<file path="src/rtl/ram_bist_ctrl_if.sv">
// rtl/ram_bist_ctrl_if.sv - simple dual-port RAM bus driven by the BIST sequencer
interface ram_bist_ctrl_if #(
  parameter int ADDR_W = 16,
  parameter int DATA_W = 16
);
  logic              ram_ena;
  logic              ram_wea;
  logic [ADDR_W-1:0] ram_addra;
  logic [DATA_W-1:0] ram_dina;
  logic              ram_enb;
  logic [ADDR_W-1:0] ram_addrb;
  logic [DATA_W-1:0] ram_doutb;

  modport master (
    output ram_ena, ram_wea, ram_addra, ram_dina, ram_enb, ram_addrb,
    input  ram_doutb
  );

  modport slave (
    input  ram_ena, ram_wea, ram_addra, ram_dina, ram_enb, ram_addrb,
    output ram_doutb
  );
endinterface

</file>
<file path="src/rtl/ram_bist_ctrl.sv">
// rtl/ram_bist_ctrl.sv - write/gap/read-compare BIST sequencer for a simple dual-port RAM
module ram_bist_ctrl #(
  parameter int ADDR_W       = 16,
  parameter int DATA_W       = 16,
  parameter int READ_LATENCY = 1,
  parameter int GAP_CYCLES   = 16
) (
  input  logic              clk,
  input  logic              rst,
  input  logic              start,
  input  logic              abort,
  input  logic [DATA_W-1:0] seed,
  output logic              busy,
  output logic              done,
  output logic              pass,
  output logic [ADDR_W:0]   err_cnt,
  output logic [ADDR_W-1:0] first_err_addr,
  ram_bist_ctrl_if.master   ram
);

  localparam int CNT_W = ADDR_W + 1;
  localparam logic [CNT_W-1:0] LAST_ADDR  = CNT_W'((1 << ADDR_W) - 1);
  localparam logic [CNT_W-1:0] GAP_LAST   = CNT_W'(GAP_CYCLES - 1);
  localparam logic [CNT_W-1:0] DRAIN_LAST = CNT_W'(READ_LATENCY - 1);

  typedef enum logic [2:0] {
    S_IDLE,
    S_WRITE,
    S_GAP,
    S_READ,
    S_DRAIN,
    S_DONE
  } state_t;

  state_t            state_q, state_d;
  logic [CNT_W-1:0]  cnt_q, cnt_d;
  logic [DATA_W-1:0] seed_q, seed_d;
  logic [ADDR_W:0]   err_cnt_q, err_cnt_d;
  logic [ADDR_W-1:0] first_err_q, first_err_d;
  logic              pass_q, pass_d;

  logic              vld_pipe_q  [READ_LATENCY];
  logic              vld_pipe_d  [READ_LATENCY];
  logic [DATA_W-1:0] exp_pipe_q  [READ_LATENCY];
  logic [DATA_W-1:0] exp_pipe_d  [READ_LATENCY];
  logic [ADDR_W-1:0] addr_pipe_q [READ_LATENCY];
  logic [ADDR_W-1:0] addr_pipe_d [READ_LATENCY];

  logic [ADDR_W-1:0] cur_addr;
  logic [DATA_W-1:0] cur_data;

  assign cur_addr = cnt_q[ADDR_W-1:0];
  assign cur_data = seed_q + DATA_W'(cur_addr);

  always_comb begin
    state_d     = state_q;
    cnt_d       = cnt_q;
    seed_d      = seed_q;
    err_cnt_d   = err_cnt_q;
    first_err_d = first_err_q;

    // Expected word travels with the read so it lines up with ram_doutb.
    vld_pipe_d[0]  = (state_q == S_READ) && !abort;
    exp_pipe_d[0]  = cur_data;
    addr_pipe_d[0] = cur_addr;
    for (int i = 1; i < READ_LATENCY; i++) begin
      vld_pipe_d[i]  = vld_pipe_q[i-1] && !abort;
      exp_pipe_d[i]  = exp_pipe_q[i-1];
      addr_pipe_d[i] = addr_pipe_q[i-1];
    end

    if (vld_pipe_q[READ_LATENCY-1] && !abort &&
        (ram.ram_doutb != exp_pipe_q[READ_LATENCY-1])) begin
      if (err_cnt_q != '1) begin
        err_cnt_d = err_cnt_q + 1'b1;
      end
      if (err_cnt_q == '0) begin
        first_err_d = addr_pipe_q[READ_LATENCY-1];
      end
    end

    if (abort) begin
      state_d = S_IDLE;
      cnt_d   = '0;
    end else begin
      case (state_q)
        S_IDLE, S_DONE: begin
          if (start) begin
            state_d     = S_WRITE;
            cnt_d       = '0;
            seed_d      = seed;
            err_cnt_d   = '0;
            first_err_d = '0;
          end
        end
        S_WRITE: begin
          if (cnt_q == LAST_ADDR) begin
            state_d = S_GAP;
            cnt_d   = '0;
          end else begin
            cnt_d = cnt_q + CNT_W'(1);
          end
        end
        S_GAP: begin
          if (cnt_q == GAP_LAST) begin
            state_d = S_READ;
            cnt_d   = '0;
          end else begin
            cnt_d = cnt_q + CNT_W'(1);
          end
        end
        S_READ: begin
          if (cnt_q == LAST_ADDR) begin
            state_d = S_DRAIN;
            cnt_d   = '0;
          end else begin
            cnt_d = cnt_q + CNT_W'(1);
          end
        end
        S_DRAIN: begin
          if (cnt_q == DRAIN_LAST) begin
            state_d = S_DONE;
            cnt_d   = '0;
          end else begin
            cnt_d = cnt_q + CNT_W'(1);
          end
        end
        default: begin
          state_d = S_IDLE;
          cnt_d   = '0;
        end
      endcase
    end

    pass_d = (state_d == S_DONE) && (err_cnt_d == '0);
  end

  always_ff @(posedge clk or posedge rst) begin
    if (rst) begin
      state_q     <= S_IDLE;
      cnt_q       <= '0;
      seed_q      <= '0;
      err_cnt_q   <= '0;
      first_err_q <= '0;
      pass_q      <= 1'b0;
      for (int i = 0; i < READ_LATENCY; i++) begin
        vld_pipe_q[i]  <= 1'b0;
        exp_pipe_q[i]  <= '0;
        addr_pipe_q[i] <= '0;
      end
    end else begin
      state_q     <= state_d;
      cnt_q       <= cnt_d;
      seed_q      <= seed_d;
      err_cnt_q   <= err_cnt_d;
      first_err_q <= first_err_d;
      pass_q      <= pass_d;
      vld_pipe_q  <= vld_pipe_d;
      exp_pipe_q  <= exp_pipe_d;
      addr_pipe_q <= addr_pipe_d;
    end
  end

  assign busy           = (state_q == S_WRITE) || (state_q == S_GAP) ||
                          (state_q == S_READ)  || (state_q == S_DRAIN);
  assign done           = (state_q == S_DONE);
  assign pass           = pass_q;
  assign err_cnt        = err_cnt_q;
  assign first_err_addr = first_err_q;

  // Addresses and data are forced to 0 outside their own phase.
  assign ram.ram_ena   = (state_q == S_WRITE);
  assign ram.ram_wea   = (state_q == S_WRITE);
  assign ram.ram_addra = (state_q == S_WRITE) ? cur_addr : '0;
  assign ram.ram_dina  = (state_q == S_WRITE) ? cur_data : '0;
  assign ram.ram_enb   = (state_q == S_READ);
  assign ram.ram_addrb = (state_q == S_READ) ? cur_addr : '0;

endmodule
</file>
<file path="src/flat_wrapper.sv">
// flat-port wrapper written by rule: the top's interface ports become plain ports
module ram_bist_ctrl_flat 
#(
  parameter int ADDR_W       = 16,
  parameter int DATA_W       = 16,
  parameter int READ_LATENCY = 1,
  parameter int GAP_CYCLES   = 16
)
  (clk, rst, start, abort, seed, busy, done, pass, err_cnt, first_err_addr, ram_ram_ena, ram_ram_wea, ram_ram_addra, ram_ram_dina, ram_ram_enb, ram_ram_addrb, ram_ram_doutb);
  ram_bist_ctrl_if #(.ADDR_W(ADDR_W), .DATA_W(DATA_W)) ram_i ();
  input  logic clk;
  input  logic rst;
  input  logic start;
  input  logic abort;
  input  logic [DATA_W-1:0] seed;
  output logic busy;
  output logic done;
  output logic pass;
  output logic [ADDR_W:0] err_cnt;
  output logic [ADDR_W-1:0] first_err_addr;
  output wire logic [$bits(ram_i.ram_ena)-1:0] ram_ram_ena;
  output wire logic [$bits(ram_i.ram_wea)-1:0] ram_ram_wea;
  output wire logic [$bits(ram_i.ram_addra)-1:0] ram_ram_addra;
  output wire logic [$bits(ram_i.ram_dina)-1:0] ram_ram_dina;
  output wire logic [$bits(ram_i.ram_enb)-1:0] ram_ram_enb;
  output wire logic [$bits(ram_i.ram_addrb)-1:0] ram_ram_addrb;
  input wire logic [$bits(ram_i.ram_doutb)-1:0] ram_ram_doutb;
  assign ram_ram_ena = ram_i.ram_ena;
  assign ram_ram_wea = ram_i.ram_wea;
  assign ram_ram_addra = ram_i.ram_addra;
  assign ram_ram_dina = ram_i.ram_dina;
  assign ram_ram_enb = ram_i.ram_enb;
  assign ram_ram_addrb = ram_i.ram_addrb;
  assign ram_i.ram_doutb = ram_ram_doutb;
  ram_bist_ctrl #(.ADDR_W(ADDR_W), .DATA_W(DATA_W), .READ_LATENCY(READ_LATENCY), .GAP_CYCLES(GAP_CYCLES)) u_core (.clk(clk), .rst(rst), .start(start), .abort(abort), .seed(seed), .busy(busy), .done(done), .pass(pass), .err_cnt(err_cnt), .first_err_addr(first_err_addr), .ram(ram_i));
endmodule
</file>
<file path="config.mk">
export PLATFORM = sky130hd
export DESIGN_NAME = ram_bist_ctrl_flat
export DESIGN_NICKNAME = d
export VERILOG_FILES = /design/src/rtl/ram_bist_ctrl_if.sv /design/src/rtl/ram_bist_ctrl.sv /design/src/flat_wrapper.sv
export SDC_FILE = /design/constraint.sdc
export NUM_CORES = 1
export LEC_CHECK = 0
export CORE_MARGIN = 2
export CORE_UTILIZATION = 40
export CTS_BUF_LIST = sky130_fd_sc_hd__clkbuf_4 sky130_fd_sc_hd__clkbuf_8
export CTS_CLUSTER_DIAMETER = 60
export CTS_CLUSTER_SIZE = 25
export DETAILED_ROUTE_END_ITERATION = 10
export GPL_TIMING_DRIVEN = 0
export PLACE_DENSITY_LB_ADDON = 0.05
export REMOVE_ABC_BUFFERS = 1
export SETUP_SLACK_MARGIN = 0.02
export SLEW_MARGIN = 20
export SYNTH_ARGS = -nofsm -noshare
export SYNTH_HDL_FRONTEND = slang
export SYNTH_SLANG_ARGS = --single-unit
</file>
<file path="constraint.sdc">
create_clock -name clk -period 3.9 [get_ports clk]
set_input_delay 0.39 -clock clk [delete_from_list [all_inputs] [get_ports clk]]
set_output_delay 0.39 -clock clk [all_outputs]
set_load 0.1 [all_outputs]
</file>
==> reports/metrics.csv <==
metric,value,unit
outcome,completed,
Starting Density,40.70,%
cell area after layout,7226,um^2
DRC Markers,0,
synth top area cells,"dfrtp_1, nand2_1, nor2_1",
Vias,4641,
unrepaired setup endpoints after global routing,false,
DPL Wire Length,10680,um
worst-case clock buffer depth,2,
"Primary FF master, synth",dfrtp_1,
Max-slew headroom,30.26,%
"count leader, synth",dfrtp_1,
first-pass GRT wire length,23450,um
cell count after synthesis,602,
"top cells by count, synth","dfrtp_1, nand2_1, nor2_1",
Final setup violation count,0,
Top-Level Pins,123,
worst hold-check path type,in -> async,
Final Power,2.320,mW
crit share post-route,95.41,%
post-synthesis sequential area ratio,45.98,%
Max Cap Viol,0,
vias in the first global route,4637,
slowest cell delay on critical path,480,ps
min Tclk post-route,3721,ps
core footprint,13770,um^2
crit end category,primary output,
largest net degree at the start of global routing,62,
pwr dens,321.0,nW/um^2
Final nets,770,
Die Area,14980,um^2
post-synthesis average cell area,9.311,um^2
Async SR Flop Fraction,100.0,%
dpl cell area,7004,um^2
Pre-Repair DR Iteration Count,4,
Die W,122.4,um
ANT cells,0,
Worst setup SP type,register,
Area Growth Syn to Fin,28.91,%
Mapped Area,5605,um^2
DR iter-0 viols,297,
initial antenna violation count,0,
fmax,268.7,MHz
post-synth top area share,45.98,%
total gr overflow,0,
global-route total usage across every layer,20.39,%
Post-synth EDFFs,0,
# H-tree levels,3,
FP Rows,43,
post-synthesis register bit count,103,
final hold violations,0,
maximum fanout along the worst path,7,
Port Buffers,122,
post-synthesis cell type count,62,
CTS Buf Count,9,
crit path max-delay cell type,dfrtp_2,
wire length per cell,16.34,um
final core occ,52.46,%
clk sinks,103,
Synth area leader,dfrtp_1,
crit-path cells,ha_1 > inv_1 > fa_1 > nor2b_1 > o31a_1 > o211ai_1 > a21oi_1 > o31ai_1 > xnor2_1 > and2_1 > buf_2,
Worst Path Buf+Inv,2,
Leak,3.317,nW
Setup CP Type,reg -> out,
Worst-path clk slew,100,ps
CTS tree,yes,
"IR drop worst, VDD",0.1681,mV
layout cells sized above 1,7.123,%
clock root cell,clkbuf_8,
final setup skew,12.70,ps
ANT nets after route,0,
Synth warnings,0,
Worst Tran Pin Value,1042,ps
RePlAce Congestion,0.8549,
CP arrival,3330,ps
drt via density,5.180,
CTS Hold Bufs,0,
Worst Path Required,3510,ps
Filler Cells Inserted,1325,
Top Family by Delay on Critical Path,compound AO/OA/AOI/OAI gates,
Total Wirelength,14640,um
Die H,122.4,um
clk_lat worst skew,390,ps
Final Max Tran Viols,0,
[cells in the final DEF (no fill, tap or decap), types with 3 or more instances in the layout]
master	instances
clkdlybuf4s50_1	109
and2_1	16
a21oi_1	16
clkbuf_8	9
o21ai_0	3
or2_1	3
a31oi_1	4
nand3_1	17
xnor2_1	25
nand2_1	85
nor4_1	9
and3_1	36
and3_2	3
xor2_1	27
nor2b_1	4
dfrtp_1	102
inv_2	4
mux2i_1	17
nor2_1	69
nor3_1	15
o21ai_1	21
clkdlybuf4s15_2	3
nand4_1	9
o31ai_1	4
inv_1	15
or3_1	4
ha_1	21
[worst register-to-register path, stage by stage, from the launching register on]
cell	delay [ps]
dfrtp_1	480
ha_1	240
and3_1	240
and3_1	230
and3_1	230
and2_1	170
and4_1	230
and3_1	210
ha_1	250
a22oi_1	190
o22a_2	180
nand4_1	70
or4_4	530
a2111oi_4	200
[routing by layer]
layer | GRT usage (%) | vias to the layer above | share of wire [%]
met3 | 4.368 | 17 | 5.8
met5 | 0 | - | 0
met2 | 34.17 | 121 | 48
li1 | - | 2274 | -
met4 | 7.399 | 0 | 1.7
met1 | 25.95 | 2229 | 45
[per-stage QoR]
step	setup TNS, ps	instances	hold WS [ps]	worst slack, ps
2_1_floorplan	-2840	576	438.9	-223.3
6_report	0	896	379.2	179.0
3_3_place_gp	-87510	878	472.7	-779.8
5_1_grt	0	896	428.8	24.94
4_1_cts	0	896	384.2	38.65
3_5_place_dp	-742.0	881	473.8	-272.5
[final cells by class]
type                    count  area (um^2)  share of cell area (%)
clock inverters             6        86.33                   1.195
multi-input cells         452         2850                   39.45
repair buffers            125         1275                   17.64
inverters                  21        86.33                   1.195
well taps                 180        225.2                   3.117
clock buffers               9        123.9                   1.714
flip-flops and latches    103         2579                   35.69
[registers in the layout, indices dropped and copies added (netlist names)]
register / cells
u_core.cnt_q: 17
u_core.err_cnt: 17
u_core.addr_pipe_q: 16
u_core.exp_pipe_q: 16
u_core.first_err_addr: 16
u_core.seed_q: 16
u_core.state_q: 3
u_core.pass: 1
u_core.vld_pipe_q: 1
[what timing repair did]
item                                    CTS  global route
gates cloned                              0             0
gates resized for setup                  33            13
endpoints found under the setup margin   16            15
setup buffers                             0             0
pin swaps                                 0             0
[power by group]
part           switching [mW]  internal [mW]
logic                   0.279          0.142
clock network           0.381          0.357
registers              0.0352           1.13
[final timing paths]
kind / depth (start not counted) / slack (ps) / endpoint / from
min: 2 / 380 / u_core.first_err_addr[1]$_DFF_PP0_ / rst
max: 11 / 180 / ram_ram_dina[12] / u_core.cnt_q[0]$_DFFE_PP0P_
max reg2reg: 13 / 340 / u_core.pass$_DFF_PP0_ / u_core.cnt_q[1]$_DFFE_PP0P_
min in group clk: 2 / 490 / u_core.seed_q[6]$_DFFE_PP0P_ / u_core.seed_q[6]$_DFFE_PP0P_
max in group asynchronous: 3 / 2890 / u_core.seed_q[11]$_DFFE_PP0P_ / rst
min reg2reg: 2 / 490 / u_core.seed_q[6]$_DFFE_PP0P_ / u_core.seed_q[6]$_DFFE_PP0P_
[cells by family after synthesis]
| family | Yosys count | share of synthesized area, % |
|---|---|---|
| XOR/XNOR | 52 | 8.125 |
| multiplexers | 18 | 3.237 |
| AND/OR/NAND/NOR | 285 | 25.09 |
| adder cells (fa/ha/maj) | 22 | 5.045 |
| flip-flops | 103 | 45.98 |
| buffers and inverters | 47 | 3.772 |
| AO/OA/AOI/OAI | 75 | 8.750 |
Power figures use the tool's default switching activity.
